===== src/rtl/cp0_irq_timer.sv =====
// cp0_irq_timer: source of the 8-bit interrupt vector sampled by CP0 Cause.IP[7:0].
//   Implements CP0 Count (reg 9) and Compare (reg 11), the sticky timer-pending flag,
//   the two software-interrupt bits (Cause reg 13, wdata[9:8]), and synchronization of
//   five asynchronous external IRQ lines with optional per-line rising-edge capture.
//
// Ports:
//   clk           core clock
//   reset         synchronous, active-low reset
//   count_enable  1 = prescaler/Count advance; 0 = frozen (writes still work)
//   cp0_we        mtc0 write strobe
//   cp0_waddr     CP0 register number for the write
//   cp0_wdata     write data
//   cp0_raddr     CP0 register number for the read
//   cp0_rdata     combinational read: Count (9), Compare (11), else 0
//   irq_in        asynchronous external interrupt lines
//   irq_ack       one-cycle clear of latched edge lines (ignored for level lines)
//   interrupts    registered vector: [1:0] SW, [6:2] HW, [7] timer pending
//   timer_pending alias of interrupts[7]

module cp0_irq_timer #(
  parameter int unsigned COUNT_DIV = 2,        // core cycles per Count increment, 1..255
  parameter logic [4:0]  EDGE_MASK = 5'b00000  // 1 = rising-edge latched, 0 = level
) (
  input  logic        clk,
  input  logic        reset,
  input  logic        count_enable,
  input  logic        cp0_we,
  input  logic [4:0]  cp0_waddr,
  input  logic [31:0] cp0_wdata,
  input  logic [4:0]  cp0_raddr,
  output logic [31:0] cp0_rdata,
  input  logic [4:0]  irq_in,
  input  logic [4:0]  irq_ack,
  output logic [7:0]  interrupts,
  output logic        timer_pending
);

  localparam logic [4:0] RegCount   = 5'd9;
  localparam logic [4:0] RegCompare = 5'd11;
  localparam logic [4:0] RegCause   = 5'd13;

  localparam logic [7:0] PrescMax = 8'(COUNT_DIV - 1);

  // State
  logic [7:0]  presc_q,   presc_d;
  logic [31:0] count_q,   count_d;
  logic [31:0] compare_q, compare_d;
  logic        pend_q,    pend_d;
  logic [1:0]  sw_ip_q,   sw_ip_d;
  logic [4:0]  s1_q, s2_q, s3_q;
  logic [4:0]  latch_q,   latch_d;
  logic [6:0]  vec_q,     vec_d;   // interrupts[6:0]; bit 7 is pend_q directly

  // Write decode
  logic wr_count, wr_compare, wr_cause;
  logic tick;
  logic [31:0] count_inc;
  logic [4:0]  rise;
  logic [4:0]  hw_next;

  always_comb begin
    wr_count   = cp0_we && (cp0_waddr == RegCount);
    wr_compare = cp0_we && (cp0_waddr == RegCompare);
    wr_cause   = cp0_we && (cp0_waddr == RegCause);
  end

  // Prescaler and Count
  always_comb begin
    tick      = count_enable && (presc_q == PrescMax);
    count_inc = count_q + 32'd1;

    presc_d = presc_q;
    if (wr_count) begin
      presc_d = 8'd0;
    end else if (count_enable) begin
      presc_d = tick ? 8'd0 : presc_q + 8'd1;
    end

    count_d = count_q;
    if (wr_count) begin
      count_d = cp0_wdata;
    end else if (tick) begin
      count_d = count_inc;
    end
  end

  // Compare and timer pending. Pending is set only by a tick that steps Count into
  // equality with the Compare value held before this edge; a Compare write always wins.
  always_comb begin
    compare_d = compare_q;
    if (wr_compare) begin
      compare_d = cp0_wdata;
    end

    pend_d = pend_q;
    if (wr_compare) begin
      pend_d = 1'b0;
    end else if (tick && !wr_count && (count_inc == compare_q)) begin
      pend_d = 1'b1;
    end
  end

  // Software interrupt bits
  always_comb begin
    sw_ip_d = sw_ip_q;
    if (wr_cause) begin
      sw_ip_d = cp0_wdata[9:8];
    end
  end

  // External IRQ lines: edge lines latch on a synchronized rising edge; a new edge in
  // the same cycle as an ack keeps the latch set.
  always_comb begin
    rise    = s2_q & ~s3_q;
    latch_d = EDGE_MASK & (rise | (latch_q & ~irq_ack));
    hw_next = (EDGE_MASK & latch_d) | (~EDGE_MASK & s2_q);
    vec_d   = {hw_next, sw_ip_d};
  end

  always_ff @(posedge clk) begin
    if (!reset) begin
      presc_q   <= 8'd0;
      count_q   <= 32'd0;
      compare_q <= 32'd0;
      pend_q    <= 1'b0;
      sw_ip_q   <= 2'b00;
      s1_q      <= 5'd0;
      s2_q      <= 5'd0;
      s3_q      <= 5'd0;
      latch_q   <= 5'd0;
      vec_q     <= 7'd0;
    end else begin
      presc_q   <= presc_d;
      count_q   <= count_d;
      compare_q <= compare_d;
      pend_q    <= pend_d;
      sw_ip_q   <= sw_ip_d;
      s1_q      <= irq_in;
      s2_q      <= s1_q;
      s3_q      <= s2_q;
      latch_q   <= latch_d;
      vec_q     <= vec_d;
    end
  end

  // Read port shows contents before the current edge.
  always_comb begin
    cp0_rdata = 32'd0;
    if (cp0_raddr == RegCount) begin
      cp0_rdata = count_q;
    end else if (cp0_raddr == RegCompare) begin
      cp0_rdata = compare_q;
    end
  end

  assign interrupts    = {pend_q, vec_q};
  assign timer_pending = pend_q;

endmodule


===== config.mk =====
export PLATFORM = sky130hd
export DESIGN_NAME = cp0_irq_timer
export DESIGN_NICKNAME = d
export VERILOG_FILES = /design/src/rtl/cp0_irq_timer.sv
export SDC_FILE = /design/constraint.sdc
export NUM_CORES = 1
export LEC_CHECK = 0
export CELL_PAD_IN_SITES_DETAIL_PLACEMENT = 0
export CELL_PAD_IN_SITES_GLOBAL_PLACEMENT = 2
export CORE_ASPECT_RATIO = 0.9
export CORE_MARGIN = 2
export CORE_UTILIZATION = 28
export CTS_CLUSTER_DIAMETER = 200
export DETAILED_ROUTE_END_ITERATION = 7
export PLACE_DENSITY = 0.83
export SYNTH_ARGS = -nofsm -noshare
export SYNTH_HDL_FRONTEND = slang
export SYNTH_SLANG_ARGS = --single-unit

===== constraint.sdc =====
create_clock -name clk -period 2.35 [get_ports clk]
set_input_delay 0.3525 -clock clk [delete_from_list [all_inputs] [get_ports clk]]
set_output_delay 0.3525 -clock clk [all_outputs]
set_load 0.005 [all_outputs]

==> results.md <==
* Status: finished clean
* Final setup skew at 0.00939 ns
* Post-Syn Area per Cell at roughly 7.8 um2
* Routed wire length per instance at about 16 um
* Crit start category: flop
* Final ANT Viol Nets at 0
* Worst IR drop on VDD at 0.317 mV
* Synth cell types at 55
* RePlAce Congestion at 0.864
* Initial core utilization at 28.4%
* WP data arrival at 2.55 ns
* Final nets at 889
* Hold_sp: hw_next[3]
* Reg2reg path depth at 7
* HP Class: reg -> reg
* Die Width at 151 um
* Max Root-Sink Buffers at 2
* Port Buffers at 91
* Top delay family on crit path: simple AND/OR/NAND/NOR gates
* H-tree levels at 3
* CTS Hold Bufs at 0
* Final Util at 39.3%
* Clock-pin slew on the worst setup and hold paths at roughly 0.06 ns
* Total core area at 19100 um2
* RR Startpoint: count_q[1]
* Max incr delay on CP at 0.52 ns
* CP most frequent cell: nand4_1
* FF+latch count, synth at 90
* Final period util at 97.0%
* Fmax at 439 MHz
* CTS tree: done
* Power per Cell Area at 451 nW/um2
* WP data required at 2.62 ns
* Clock Latency Late Sink at roughly 0.36 ns
* Post-DR vias/cell at approximately 4.8
* CP Cell Sequence: nand4_1 -> or4_4 -> or4b_1 -> o211ai_1 -> a21o_1 -> nand4_1 -> o31ai_1
* Synth async-reset ratio at 0%
* Final WL at between 15 and 20 mm
* Die area at 20500 um2
* Crit path kind: reg -> reg
* Dpl hpwl at roughly 12 mm
* Die height at between 100 and 150 um
* Fin. Hold Viols at 0
* Share of layout cells above drive strength 1 at 16.5%
* Mapped Nets at 758
* First drt pass iteration count at 4
* Cells on Worst Hold Path at 1
* Synthesized area at 5430 um2
* Sequential cell area fraction in the yosys report at 33.2%
* Syn. warnings at 0
* Initial DRC count at between 200 and 300
* Root Buffer: clkbuf_16
* Initial antenna violation count at 0
* Worst-Margin Slew at 0.710 ns
* Cts bufs inserted at 9
* Buf+Inv Stages, Crit Path at 0
* Largest net degree at the start of global routing at 67
* Hold_ws at approximately 0.43 ns
* DRC at 0
* Main synth FF type: dfxtp_1
* Crit path time final at ~2.3 ns
* Global route overflow at 0
* Crit path from: count_q[1]
* Io pins at 97
* RSZ-0062 raised after global routing: true
* Max-cap viol count at 0
* Critical Path Sink Type: flop
* Number of global-route vias before repair at 5078
* Sink Count at 90
* CP Depth at 7
* Overall routing resource usage at between 10% and 20%
* Global-route wire length before repair at 27.7 mm
* Leakage at 2.78 nW
* Inserted Diodes at 0
* Post-synth EDFFs at 0
* Area growth syn-to-layout at 38.4%
* FP Rows at 48
* Critical path's slowest cell: or4_4
* CP Max Fanout at 3
* Slew HR at 52.7%
* Final setup vio count at 0
* Synth Instances at 699
* Slew Viols, Final at 0
* Vias post-DR at 5179
==> synthesized netlist by cell type, types with 4 or more instances <==
cell / number / area, um2
and2_1: 16 / 100
nor4_1: 8 / 50.1
a31oi_1: 5 / 31.3
buf_2: 8 / 40.0
nand3_1: 26 / 130
dfxtp_1: 90 / 1800
a311oi_1: 4 / 35.0
and3_1: 5 / 31.3
nor2_1: 96 / 360
xor2_1: 31 / 272
a21oi_1: 39 / 195
xnor2_1: 43 / 377
or3_1: 9 / 56.3
and4_1: 4 / 35.0
o21ai_0: 8 / 40.0
nand2_1: 101 / 379
nand4_1: 15 / 93.8
nor4b_1: 5 / 43.8
nor3_1: 11 / 55.1
clkbuf_1: 45 / 169
mux2i_1: 40 / 400
inv_1: 8 / 30.0
buf_1: 4 / 15.0
a211oi_1: 29 / 218
nor2b_1: 5 / 31.3
==> cells by family after synthesis <==
| group | synth area share, % |
|---|---|
| DFF | 33.2 |
| muxes | 7.59 |
| adders and majority gates | 0.692 |
| xor gates and xnor gates | 11.9 |
| AOI/OAI and AO/OA | 12.2 |
| buffers and inverters | 5.03 |
| and+or+nand+nor | 29.3 |
==> per-stage QoR <==
step                      std cells  setup slack (ns)  setup TNS [ns]  power (mW)  instance area, um2
after floorplan                 699           0.00271               0        1.76                5430
after global placement         1068            -0.493           -1.50        1.95                7100
after detailed placement       1068            -0.516           -1.78        1.95                7100
after CTS                      1085          -0.00342        -0.00342        3.42                7470
after global routing           1085           -0.0746         -0.0850        3.51                7510
final                          1085            0.0700               0        3.39                7510
==> worst reg2reg max path, cell delays in order, from the launching register on <==
cell and delay, ns:
dfxtp_2 0.36, nand4_1 0.20, or4_4 0.52, or4b_1 0.48, o211ai_1 0.10, a21o_1 0.17
nand4_1 0.13, o31ai_1 0.25
==> registers in the layout, indices dropped and copies added, names as in the netlist <==
| name | cells |
|---|---|
| timer_pending | 1 |
| sw_ip_q | 1 |
| presc_q | 8 |
| s1_q | 5 |
| count_q | 32 |
| hw_next | 5 |
| vec_q | 6 |
| compare_q | 32 |
==> cell type report <==
| type | instances | area (um2) |
|---|---|---|
| Clock buffer | 12 | 267 |
| Clock inverter | 4 | 25.0 |
| Fill cell | 2031 | 11600 |
| Inverter | 8 | 30.0 |
| Multi-Input combinational cell | 542 | 3460 |
| Sequential cell | 90 | 1810 |
| Tap cell | 250 | 313 |
| Timing Repair Buffer | 179 | 1600 |
==> worst paths after layout <==
kind / endpoint / slack [ns]
hold reg to reg: vec_q[5] / 0.43
hold / removal: vec_q[5] / 0.43
setup reg to reg: timer_pending / 0.07
setup / recovery: timer_pending / 0.07
==> report_power, final <==
group,internal [mW],switching (mW),total [mW]
logic,0.194,0.166,0.360
clock network,0.801,0.653,1.45
registers,1.55,0.0199,1.57
total,2.55,0.839,3.39
==> what timing repair did <==
| item | CTS | global route |
|---|---|---|
| pin swaps | 7 | 7 |
| resized for setup | 16 | 13 |
| setup buffers | 1 | 0 |
| endpoints found under the setup margin | 3 | 5 |
==> layer usage <==
| metal | track usage [%] | vias to the layer above | part of all wire, % |
|---|---|---|---|
| li1 | - | 2677 | - |
| met1 | 24.7 | 2399 | 50 |
| met2 | 27.4 | 90 | 45 |
| met3 | 3.76 | 13 | 4.4 |
| met4 | 3.84 | 0 | 1.2 |
| met5 | 0 | - | 0 |
==> layout by cell type (no fill, tap or decap), types with 15 or more instances in the layout <==
cell | Yosys | layout
and2_1 | 16 | 15
nand2_1 | 101 | 100
clkdlybuf4s50_1 | 0 | 90
a211oi_1 | 29 | 29
mux2i_1 | 40 | 40
xor2_1 | 31 | 31
a21oi_1 | 39 | 39
nand3_1 | 26 | 24
xnor2_1 | 43 | 42
dfxtp_1 | 90 | 82
nor2_1 | 96 | 96
buf_4 | 1 | 85
nand4_1 | 15 | 15
Power figures use the tool's default switching activity.
